### src/rtl/error_detector_pkg.sv
// Shared definitions for the SoC error aggregator: the severity codes, the
// status bit map, and small helpers used by the top and the priority selector.
package error_detector_pkg;

  localparam int NUM_ERR_SRC = 19;

  typedef enum logic [2:0] {
    SEV_NONE     = 3'b000,
    SEV_INFO     = 3'b001,
    SEV_MINOR    = 3'b010,
    SEV_MAJOR    = 3'b011,
    SEV_CRITICAL = 3'b100,
    SEV_FATAL    = 3'b101
  } sev_e;

  localparam logic [4:0] ERR_L1_SINGLE   = 5'd0;
  localparam logic [4:0] ERR_L1_DOUBLE   = 5'd1;
  localparam logic [4:0] ERR_L2_SINGLE   = 5'd2;
  localparam logic [4:0] ERR_L2_DOUBLE   = 5'd3;
  localparam logic [4:0] ERR_L3_SINGLE   = 5'd4;
  localparam logic [4:0] ERR_L3_DOUBLE   = 5'd5;
  localparam logic [4:0] ERR_MEM_SINGLE  = 5'd6;
  localparam logic [4:0] ERR_MEM_DOUBLE  = 5'd7;
  localparam logic [4:0] ERR_CORE_ARITH  = 5'd8;
  localparam logic [4:0] ERR_CORE_PIPE   = 5'd9;
  localparam logic [4:0] ERR_TPU_COMPUTE = 5'd10;
  localparam logic [4:0] ERR_TPU_OVF     = 5'd11;
  localparam logic [4:0] ERR_VPU_COMPUTE = 5'd12;
  localparam logic [4:0] ERR_VPU_OVF     = 5'd13;
  localparam logic [4:0] ERR_NOC_DEADLK  = 5'd14;
  localparam logic [4:0] ERR_NOC_TMO     = 5'd15;
  localparam logic [4:0] ERR_POWER       = 5'd16;
  localparam logic [4:0] ERR_THERMAL     = 5'd17;
  localparam logic [4:0] ERR_CLOCK       = 5'd18;

  // Fixed severity of each status bit; reserved indices report NONE.
  function automatic sev_e sev_of(input logic [4:0] idx);
    case (idx)
      ERR_L1_SINGLE, ERR_L2_SINGLE, ERR_L3_SINGLE, ERR_MEM_SINGLE,
      ERR_TPU_OVF, ERR_VPU_OVF:                        sev_of = SEV_MINOR;
      ERR_CORE_ARITH, ERR_TPU_COMPUTE, ERR_VPU_COMPUTE,
      ERR_NOC_TMO:                                     sev_of = SEV_MAJOR;
      ERR_CORE_PIPE, ERR_NOC_DEADLK, ERR_POWER,
      ERR_THERMAL:                                     sev_of = SEV_CRITICAL;
      ERR_L1_DOUBLE, ERR_L2_DOUBLE, ERR_L3_DOUBLE, ERR_MEM_DOUBLE,
      ERR_CLOCK:                                       sev_of = SEV_FATAL;
      default:                                         sev_of = SEV_NONE;
    endcase
  endfunction

  // Index of the lowest set bit of a (zero-padded) unit vector, 0 if none.
  function automatic logic [3:0] lowest_unit(input logic [15:0] v);
    lowest_unit = 4'd0;
    for (int i = 15; i >= 0; i--) begin
      if (v[i]) lowest_unit = 4'(i);
    end
  endfunction

endpackage

### src/rtl/error_detector_priority_sel.sv
// Picks the highest-severity set bit of an error vector; among equal
// severities the lowest index wins. Used for both reporting and logging.
module error_priority_sel
  import error_detector_pkg::*;
(
  input  logic [NUM_ERR_SRC-1:0] vec,
  output logic [2:0]             max_sev,
  output logic [4:0]             sel_idx
);

  // Scan from the top down so an equal severity at a lower index replaces.
  always_comb begin
    max_sev = SEV_NONE;
    sel_idx = 5'd0;
    for (int i = NUM_ERR_SRC - 1; i >= 0; i--) begin
      if (vec[i] && (sev_of(5'(i)) >= max_sev)) begin
        max_sev = sev_of(5'(i));
        sel_idx = 5'(i);
      end
    end
  end

endmodule

### src/rtl/error_detector.sv
// Central SoC error aggregator: sticky status, severity summary, maskable
// interrupt and a one-cycle log record for every newly detected error.
module error_detector
  import error_detector_pkg::*;
#(
  parameter int NUM_CORES = 4,
  parameter int NUM_TPUS  = 2,
  parameter int NUM_VPUS  = 2
) (
  input  logic                 clk,
  input  logic                 rst,
  input  logic [NUM_CORES-1:0] l1_cache_single_error,
  input  logic [NUM_CORES-1:0] l1_cache_double_error,
  input  logic                 l2_cache_single_error,
  input  logic                 l2_cache_double_error,
  input  logic                 l3_cache_single_error,
  input  logic                 l3_cache_double_error,
  input  logic                 memory_single_error,
  input  logic                 memory_double_error,
  input  logic [NUM_CORES-1:0] core_arithmetic_error,
  input  logic [NUM_CORES-1:0] core_pipeline_error,
  input  logic [NUM_TPUS-1:0]  tpu_compute_error,
  input  logic [NUM_TPUS-1:0]  tpu_overflow_error,
  input  logic [NUM_VPUS-1:0]  vpu_compute_error,
  input  logic [NUM_VPUS-1:0]  vpu_overflow_error,
  input  logic                 noc_deadlock_error,
  input  logic                 noc_timeout_error,
  input  logic                 power_domain_error,
  input  logic                 thermal_error,
  input  logic                 clock_error,
  output logic                 error_interrupt,
  output logic [31:0]          error_status,
  output logic [31:0]          error_mask,
  output logic [7:0]           error_severity,
  output logic                 error_log_valid,
  output logic [63:0]          error_log_data,
  output logic [31:0]          error_timestamp,
  input  logic                 error_clear,
  input  logic [31:0]          error_mask_set,
  input  logic                 error_inject_enable,
  input  logic [4:0]           error_inject_type
);

  logic [NUM_ERR_SRC-1:0] status_q, status_d;
  logic [31:0]            mask_q, mask_d;
  logic                   log_valid_q, log_valid_d;
  logic [63:0]            log_data_q, log_data_d;
  logic [31:0]            tstamp_q, tstamp_d;
  logic [31:0]            cnt_q, cnt_d;

  logic [NUM_ERR_SRC-1:0] raw;
  logic [NUM_ERR_SRC-1:0] new_bits;
  logic                   multi_new;
  logic [2:0]             stat_sev, log_sev;
  logic [4:0]             stat_idx, log_idx;
  logic [3:0]             unit_idx;

  // Fold the source strobes and any software injection into one vector.
  always_comb begin
    raw                  = '0;
    raw[ERR_L1_SINGLE]   = |l1_cache_single_error;
    raw[ERR_L1_DOUBLE]   = |l1_cache_double_error;
    raw[ERR_L2_SINGLE]   = l2_cache_single_error;
    raw[ERR_L2_DOUBLE]   = l2_cache_double_error;
    raw[ERR_L3_SINGLE]   = l3_cache_single_error;
    raw[ERR_L3_DOUBLE]   = l3_cache_double_error;
    raw[ERR_MEM_SINGLE]  = memory_single_error;
    raw[ERR_MEM_DOUBLE]  = memory_double_error;
    raw[ERR_CORE_ARITH]  = |core_arithmetic_error;
    raw[ERR_CORE_PIPE]   = |core_pipeline_error;
    raw[ERR_TPU_COMPUTE] = |tpu_compute_error;
    raw[ERR_TPU_OVF]     = |tpu_overflow_error;
    raw[ERR_VPU_COMPUTE] = |vpu_compute_error;
    raw[ERR_VPU_OVF]     = |vpu_overflow_error;
    raw[ERR_NOC_DEADLK]  = noc_deadlock_error;
    raw[ERR_NOC_TMO]     = noc_timeout_error;
    raw[ERR_POWER]       = power_domain_error;
    raw[ERR_THERMAL]     = thermal_error;
    raw[ERR_CLOCK]       = clock_error;
    // Out-of-range injection types match no index and are dropped.
    for (int i = 0; i < NUM_ERR_SRC; i++) begin
      if (error_inject_enable && (error_inject_type == 5'(i))) raw[i] = 1'b1;
    end
  end

  // Bits already pending are not logged a second time.
  assign new_bits  = raw & ~status_q;
  assign multi_new = (new_bits & (new_bits - 1'b1)) != '0;

  error_priority_sel u_stat_sel (
    .vec     (status_q),
    .max_sev (stat_sev),
    .sel_idx (stat_idx)
  );

  error_priority_sel u_log_sel (
    .vec     (new_bits),
    .max_sev (log_sev),
    .sel_idx (log_idx)
  );

  // Report which unit raised a per-unit source; scalar sources report 0.
  always_comb begin
    case (log_idx)
      ERR_L1_SINGLE:   unit_idx = lowest_unit(16'(l1_cache_single_error));
      ERR_L1_DOUBLE:   unit_idx = lowest_unit(16'(l1_cache_double_error));
      ERR_CORE_ARITH:  unit_idx = lowest_unit(16'(core_arithmetic_error));
      ERR_CORE_PIPE:   unit_idx = lowest_unit(16'(core_pipeline_error));
      ERR_TPU_COMPUTE: unit_idx = lowest_unit(16'(tpu_compute_error));
      ERR_TPU_OVF:     unit_idx = lowest_unit(16'(tpu_overflow_error));
      ERR_VPU_COMPUTE: unit_idx = lowest_unit(16'(vpu_compute_error));
      ERR_VPU_OVF:     unit_idx = lowest_unit(16'(vpu_overflow_error));
      default:         unit_idx = 4'd0;
    endcase
  end

  // Next-state: sticky status (set beats clear), mask load, log capture.
  always_comb begin
    status_d    = (error_clear ? '0 : status_q) | raw;
    mask_d      = error_mask_set;
    cnt_d       = cnt_q + 32'd1;
    log_valid_d = |new_bits;
    log_data_d  = log_data_q;
    tstamp_d    = tstamp_q;
    if (|new_bits) begin
      log_data_d = {cnt_q, 8'h00, multi_new, log_idx, log_sev, 11'h000, unit_idx};
      tstamp_d   = cnt_q;
    end
  end

  // State registers with synchronous reset.
  always_ff @(posedge clk) begin
    if (rst) begin
      status_q    <= '0;
      mask_q      <= 32'hFFFF_FFFF;
      log_valid_q <= 1'b0;
      log_data_q  <= '0;
      tstamp_q    <= '0;
      cnt_q       <= '0;
    end else begin
      status_q    <= status_d;
      mask_q      <= mask_d;
      log_valid_q <= log_valid_d;
      log_data_q  <= log_data_d;
      tstamp_q    <= tstamp_d;
      cnt_q       <= cnt_d;
    end
  end

  assign error_status    = {{(32 - NUM_ERR_SRC){1'b0}}, status_q};
  assign error_mask      = mask_q;
  assign error_interrupt = |(error_status & ~mask_q);
  assign error_severity  = {5'($countones(status_q)), stat_sev};
  assign error_log_valid = log_valid_q;
  assign error_log_data  = log_data_q;
  assign error_timestamp = tstamp_q;

endmodule

### config.mk
export PLATFORM = sky130hd
export DESIGN_NAME = error_detector
export DESIGN_NICKNAME = d
export VERILOG_FILES = /design/src/rtl/error_detector_pkg.sv /design/src/rtl/error_detector_priority_sel.sv /design/src/rtl/error_detector.sv
export SDC_FILE = /design/constraint.sdc
export NUM_CORES = 1
export LEC_CHECK = 0
export CAP_MARGIN = 20
export CORE_MARGIN = 5
export CORE_UTILIZATION = 45
export CTS_CLUSTER_SIZE = 12
export DETAILED_ROUTE_END_ITERATION = 6
export GPL_TIMING_DRIVEN = 1
export PLACE_DENSITY = 0.89
export SYNTH_ARGS = -nofsm -noshare
export SYNTH_HDL_FRONTEND = slang
export SYNTH_SLANG_ARGS = --single-unit
### constraint.sdc
create_clock -name clk -period 10.05 [get_ports clk]
set_input_delay 2.01 -clock clk [delete_from_list [all_inputs] [get_ports clk]]
set_output_delay 2.01 -clock clk [all_outputs]
set_load 0.005 [all_outputs]
==> metrics, run 1 <==
max-slew violations=0; hold_buf cts=0; total gr overflow=0; root buffer cell=clkbuf_16; status=complete, no violations; DP Area=approximately 9000 um^2; YS warnings=0; period utilisation layout=0.707; Worst slew margin=0.413; HP Class=flop to flop; HPWL after DPL=between 15 and 20 mm; Post-synth EDFFs=0; H-tree depth=4; Max VDD drop=~120 uV; ys async rst share=0; DRC viols=0; Critical Path Max Stage Delay=approximately 0.54 ns; I/O Buffers=roughly 210; Cell variety after synth=80; largest cells by area after synthesis=dfxtp_1, buf_4, nand2_1; Pleak=between 0.003 and 0.004 uW; GP Congestion=~1.0; clk buf depth=2; CORE AREA=about 15000 um^2; clock latency on the worst-skew pair=between 0.4 and 0.5 ns; # setup viols final=0; CP top delay family=adder cells; Crit Path Max Fanout=7; Syn Std Cell Area=around 7000 um^2; largest net degree at the start of global routing=84; Reg clk slew, reported paths=approximately 0.07 ns; area share of the largest cell type after synthesis=0.366; via count=~6600; Horiz. Die Dim=134 um; Syn Area/Cell=roughly 8.4 um^2; Cells after Synth=roughly 830; WP buf/inv=3; TritonCTS clock tree=yes; Critical Path AT=between 5 and 6 ns; routed vias/inst=about 5.5; number of synthesized register bits=about 130; layout cells sized above 1=0.0927; most frequent cells in the layout=clkdlybuf4s50_1, dfxtp_1, nand2_1, a21oi_1, nor2_1; TritonCTS Buffers=17; all-layer global routing usage=0.237; crit path cell chain=inv_1 > fa_1 > fa_1 > fa_1 > fa_1 > fa_1 > inv_1 > fa_1 > fa_1 > a21o_1 > a21o_1 > clkdlybuf4s50_1; Rows=between 40 and 50; Total Wirelength=between 20 and 25 mm; power per standard cell area=~170 nW/um^2; number of nets still failing antenna checks after routing=0; Non-Filler Instances=about 1200; Final Hold Fails=0; Layout area overhead=36.5%; CP endpoint kind=output port; Die Y=roughly 130 um; Initial Util=0.458; Setup Buffers After CTS=0; CP max-delay cell=fa_1; ys flop type=dfxtp_1; vias in the first global route=roughly 6400; Die ar.=between 15000 and 20000 um^2; Inst Count DP=1170; Max Fclk=141 MHz; Finished Core Util=0.626; CP required=approximately 8 ns; cell area after layout=approximately 9500 um^2; # IOs=246; n_diodes=0; antenna violations before repair=0; skew final=between 0.01 and 0.015 ns; worst-margin pin slew=around 0.87 ns; Initial DRC Count=about 400; Resize count post-CTS=0; minimum clock period=7.11 ns; Max Cap Violations=0; Startpoint Class=flop; register area share after synthesis=0.366; most used cell, CP=fa_1; cell taking the most area after synthesis=dfxtp_1; commonest non-fill, non-tap cell in the layout=clkdlybuf4s50_1; critical path class=flop to output port; RSZ-0062 raised after global routing=false; setup TNS=0 ns; nets@finish=roughly 1100; clk sinks=between 100 and 150; first-pass GRT wire length=around 34 mm; DR pass1 iterations=5; WL per Instance=~18 um
==> power breakdown <==
group / switching (uW) / leakage, uW / internal, uW
Combinational: 171 / 0.00223 / 201
Sequential: 17.9 / 0.00104 / 520
Clock: 249 / 0.000304 / 409
==> final cells by class <==
class                           count  area, um^2
Fill cell                        1274        5670
Multi-Input combinational cell    608        3800
Sequential cell                   127        2540
Timing Repair Buffer              216        2150
Clock buffer                       19         453
Tap cell                          188         235
Clock inverter                     13         176
Inverter                           31         116
==> flip-flops by register name, indices dropped and copies added (netlist names) <==
signal           count
cnt_q               32
error_mask          32
error_timestamp     31
status_q            19
error_log_data      12
error_log_valid      1
==> worst paths after layout <==
path / start / endpoint / slack (ns) / cells past startpoint
worst max-delay path: status_q[7] / error_severity[7] / 2.94 / 12
worst min-delay path: error_log_data[22] / error_log_data[22] / 0.46 / 2
worst max register to register: status_q[16] / error_log_data[0] / 6.56 / 11
worst min register to register: error_log_data[22] / error_log_data[22] / 0.46 / 2
==> stage by stage <==
step,power [uW],hold WS [ns],worst slack (ns)
after detailed placement,918,0.448,3.39
after floorplan,750,0.437,3.97
after global routing,1640,0.488,2.76
after global placement,913,0.443,3.45
final,1570,0.459,2.94
after CTS,1570,0.456,2.93
==> routing by layer <==
metal	vias up	global-route usage	share of wire
li1	3151	-	-
met1	3121	0.300	0.41
met2	311	0.382	0.47
met3	57	0.0698	0.088
met4	0	0.0928	0.032
met5	-	0	0
==> worst register-to-register path: stages, from the launching register on <==
cell and delay, ns:
dfxtp_1 0.50, nor3_1 0.13, a21oi_1 0.50, nand3_1 0.33, a2111oi_0 0.44, o21bai_1 0.20
nor2_1 0.08, o21ai_1 0.41, mux2i_1 0.29, o21ai_1 0.09, a211oi_1 0.30, a2111oi_2 0.08
==> cell families (layout without fill, tap and decap cells) <==
logic type | after synthesis | after routing | share of synthesized area
xor+xnor | 30 | 30 | 0.0379
simple gates | 332 | 332 | 0.245
fa+ha+maj | 25 | 25 | 0.0577
mux | 2 | 2 | 0.00288
other cells | 1 | 34 | 0.000540
compound gates | 185 | 185 | 0.186
flops | 127 | 127 | 0.366
buf+inv | 125 | 279 | 0.104
==> synth_stat cells (all sizes together) (7+ instances only) <==
master  instances
a21oi          72
a31oi           7
buf            70
clkbuf         24
dfxtp         127
fa             13
ha              8
inv            31
nand2         104
nand2b         15
nand3          22
nand4          15
nor2           72
nor2b          10
nor3           16
nor4           11
o21ai          22
o22ai          12
o31ai           9
or2            34
xor2           26
Note: power is estimated with default switching activity, not from simulation.
==> run 2: changes to the inputs <==
==> constraint.sdc (replaced) <==
create_clock -name clk -period 6.92 [get_ports clk]
set_input_delay 1.384 -clock clk [delete_from_list [all_inputs] [get_ports clk]]
set_output_delay 1.384 -clock clk [all_outputs]
set_load 0.005 [all_outputs]
==> metrics, run 2 (synthesis gave the netlist of run 1 again) <==
Max Cap Violations=0 (unchanged); n_diodes=0 (unchanged); Initial Util=0.458 (unchanged); WL per Instance=18.0 um (-1.6%); skew final=0.0120 ns (+0.000522 ns); Crit Path Max Fanout=7 (unchanged); CP required=5.54 ns (-2.50 ns); switching pwr=618 uW (+41%); nets@finish=1098 (unchanged); Resize count post-CTS=0 (unchanged); Pleak=0.00354 uW (-0.84%); reg2reg start=status_q[16]; via count=6641 (+0.015%); Fill cells=1282 (+0.63%); Startpoint Class=flop; commonest non-fill, non-tap cell in the layout=clkdlybuf4s50_1; max-slew violations=0 (unchanged); Setup Buffers After CTS=0 (unchanged); all-layer global routing usage=0.234 (-0.00353); RSZ-0062 raised after global routing=false; minimum clock period=~6.5 ns; crit path from=status_q[7]; HP Class=flop to flop; Reg clk slew, reported paths=0.06 ns (about the same); clock latency on the worst-skew pair=0.43 ns (about the same); Initial DRC Count=434 (+5.3%); Horiz. Die Dim=134 um (unchanged); critical path class=flop to output port; number of nets still failing antenna checks after routing=0 (unchanged); antenna violations before repair=0 (unchanged); first-pass GRT wire length=33.4 mm (-1.5%); largest net degree at the start of global routing=84 (unchanged); Reg power frac=0.356 (+0.013); Total Wirelength=21.6 mm (-1.6%); hold slack=0.457 ns (-0.00123 ns); Worst R2R Path Depth=11 (unchanged); setup TNS=0 ns (unchanged); clk sinks=127 (unchanged); DRC viols=0 (unchanged); worst-margin pin slew=0.817 ns (-0.0565 ns); multi-input logic area=3800 um^2 (unchanged); GP Congestion=0.999 (-0.32%); total gr overflow=0 (unchanged); Finished Core Util=0.622 (-0.00347); I/O Buffers=211 (unchanged); clk buf depth=2 (unchanged); vias in the first global route=6280 (-1.4%); DR pass1 iterations=5 (unchanged); hold_buf cts=0 (unchanged); root buffer cell=clkbuf_16; Rows=45 (unchanged); status=complete, no violations; Die ar.=18000 um^2 (unchanged); Sequential Area=2540 um^2 (unchanged); TritonCTS clock tree=yes; HPWL after DPL=16.6 mm (-0.21%); Clock Power Share=0.392 (-0.028); # setup viols final=0 (unchanged); cell area after layout=9420 um^2 (-0.55%); H-tree depth=4 (unchanged); Final Hold Fails=0 (unchanged); CORE AREA=15100 um^2 (unchanged); Worst slew margin=0.451 (+0.0380); Int Pwr=1570 uW (+39%); FF-to-FF End=error_log_data[0]; R2R setup slack=3.46 ns (-3.10 ns); power per standard cell area=233 nW/um^2 (+41%); Sw Ratio=0.282 (+0.00262); CP endpoint=error_severity[7]; CP endpoint kind=output port; period utilisation layout=0.945; DP Area=8850 um^2 (unchanged); Max Fclk=153 MHz; Die Y=134 um (unchanged); Max VDD drop=181 uV (+47%); Layout area overhead=35.8%; layout cells sized above 1=0.0927 (unchanged); TritonCTS Buffers=17 (unchanged); Critical Path AT=5.15 ns (+0.05 ns); routed vias/inst=5.52 (about the same); # IOs=246 (unchanged); most frequent cells in the layout=clkdlybuf4s50_1, dfxtp_1, nand2_1, a21oi_1, nor2_1; logic gate share of total power=0.252 (+0.015)
==> run 2: cell count changes in the layout (fill, tap and decap cells not counted) <==
cell / previous run / this run
clkinvlp_4: 2 / 4
clkinv_2: 1 / 3
bufinv_16: 3 / 1
inv_6: 3 / 1
inv_8: 2 / 0
clkbuf_8: 2 / 3
clkinv_4: 2 / 3
==> run 2: per-stage QoR <==
stage / cells / setup WS (ns) / power [uW]
after detailed placement: 1170 / 0.836 / 1340
after floorplan: 860 / 1.47 / 1090
after CTS: 1202 / 0.370 / 2200
final: 1202 / 0.384 / 2190
after global routing: 1202 / 0.198 / 2290
after global placement: 1170 / 0.942 / 1330
==> run 2: per-layer routing <==
metal / GRT usage / wire length (um) / share of wire / vias to the layer above
met1: 0.284 / 8670 / 0.40 / 3121
met4: 0.100 / 672 / 0.031 / 0
met3: 0.0829 / 2080 / 0.097 / 52
met5: 0 / 0 / 0 / -
li1: - / - / - / 3155
met2: 0.374 / 10200 / 0.47 / 313
==> run 2: worst min path at each step <==
| stage | end | start | slack (ns) | cells past startpoint |
|---|---|---|---|---|
| final | error_log_data[19] | error_log_data[19] | 0.46 | 2 |
| after global routing | error_log_data[22] | error_log_data[22] | 0.49 | 2 |
| after detailed placement | error_log_data[19] | error_log_data[19] | 0.45 | 2 |
| after global placement | error_log_data[22] | error_log_data[22] | 0.44 | 2 |
| after CTS | error_log_data[19] | error_log_data[19] | 0.46 | 2 |
| after floorplan | cnt_q[0] | cnt_q[0] | 0.44 | 1 |
==> run 2: power by group through the flow <==
stage / combinational, uW / clock (uW) / sequential, uW
final: 552 / 859 / 781
after global routing: 605 / 904 / 784
after CTS: 551 / 869 / 781
after detailed placement: 548 / 0 / 796
after global placement: 531 / 0 / 795
after floorplan: 299 / 0 / 791
==> run 2: layout make-up <==
type / instances / area share
repair buffers: 216 / 0.228
clock buffers: 20 / 0.0495
multi-input cells: 608 / 0.404
well taps: 188 / 0.0250
clock inverters: 12 / 0.0117
inverters: 31 / 0.0123
flip-flops and latches: 127 / 0.270
==> run 2: worst max-delay path: stages, from the launching register on <==
cell             delay [ns]
dfxtp_1                0.46
inv_1                  0.13
fa_1                   0.54
fa_1                   0.45
fa_1                   0.54
fa_1                   0.43
fa_1                   0.50
inv_1                  0.05
fa_1                   0.41
fa_1                   0.43
a21o_1                 0.19
a21o_1                 0.16
clkdlybuf4s50_1        0.44
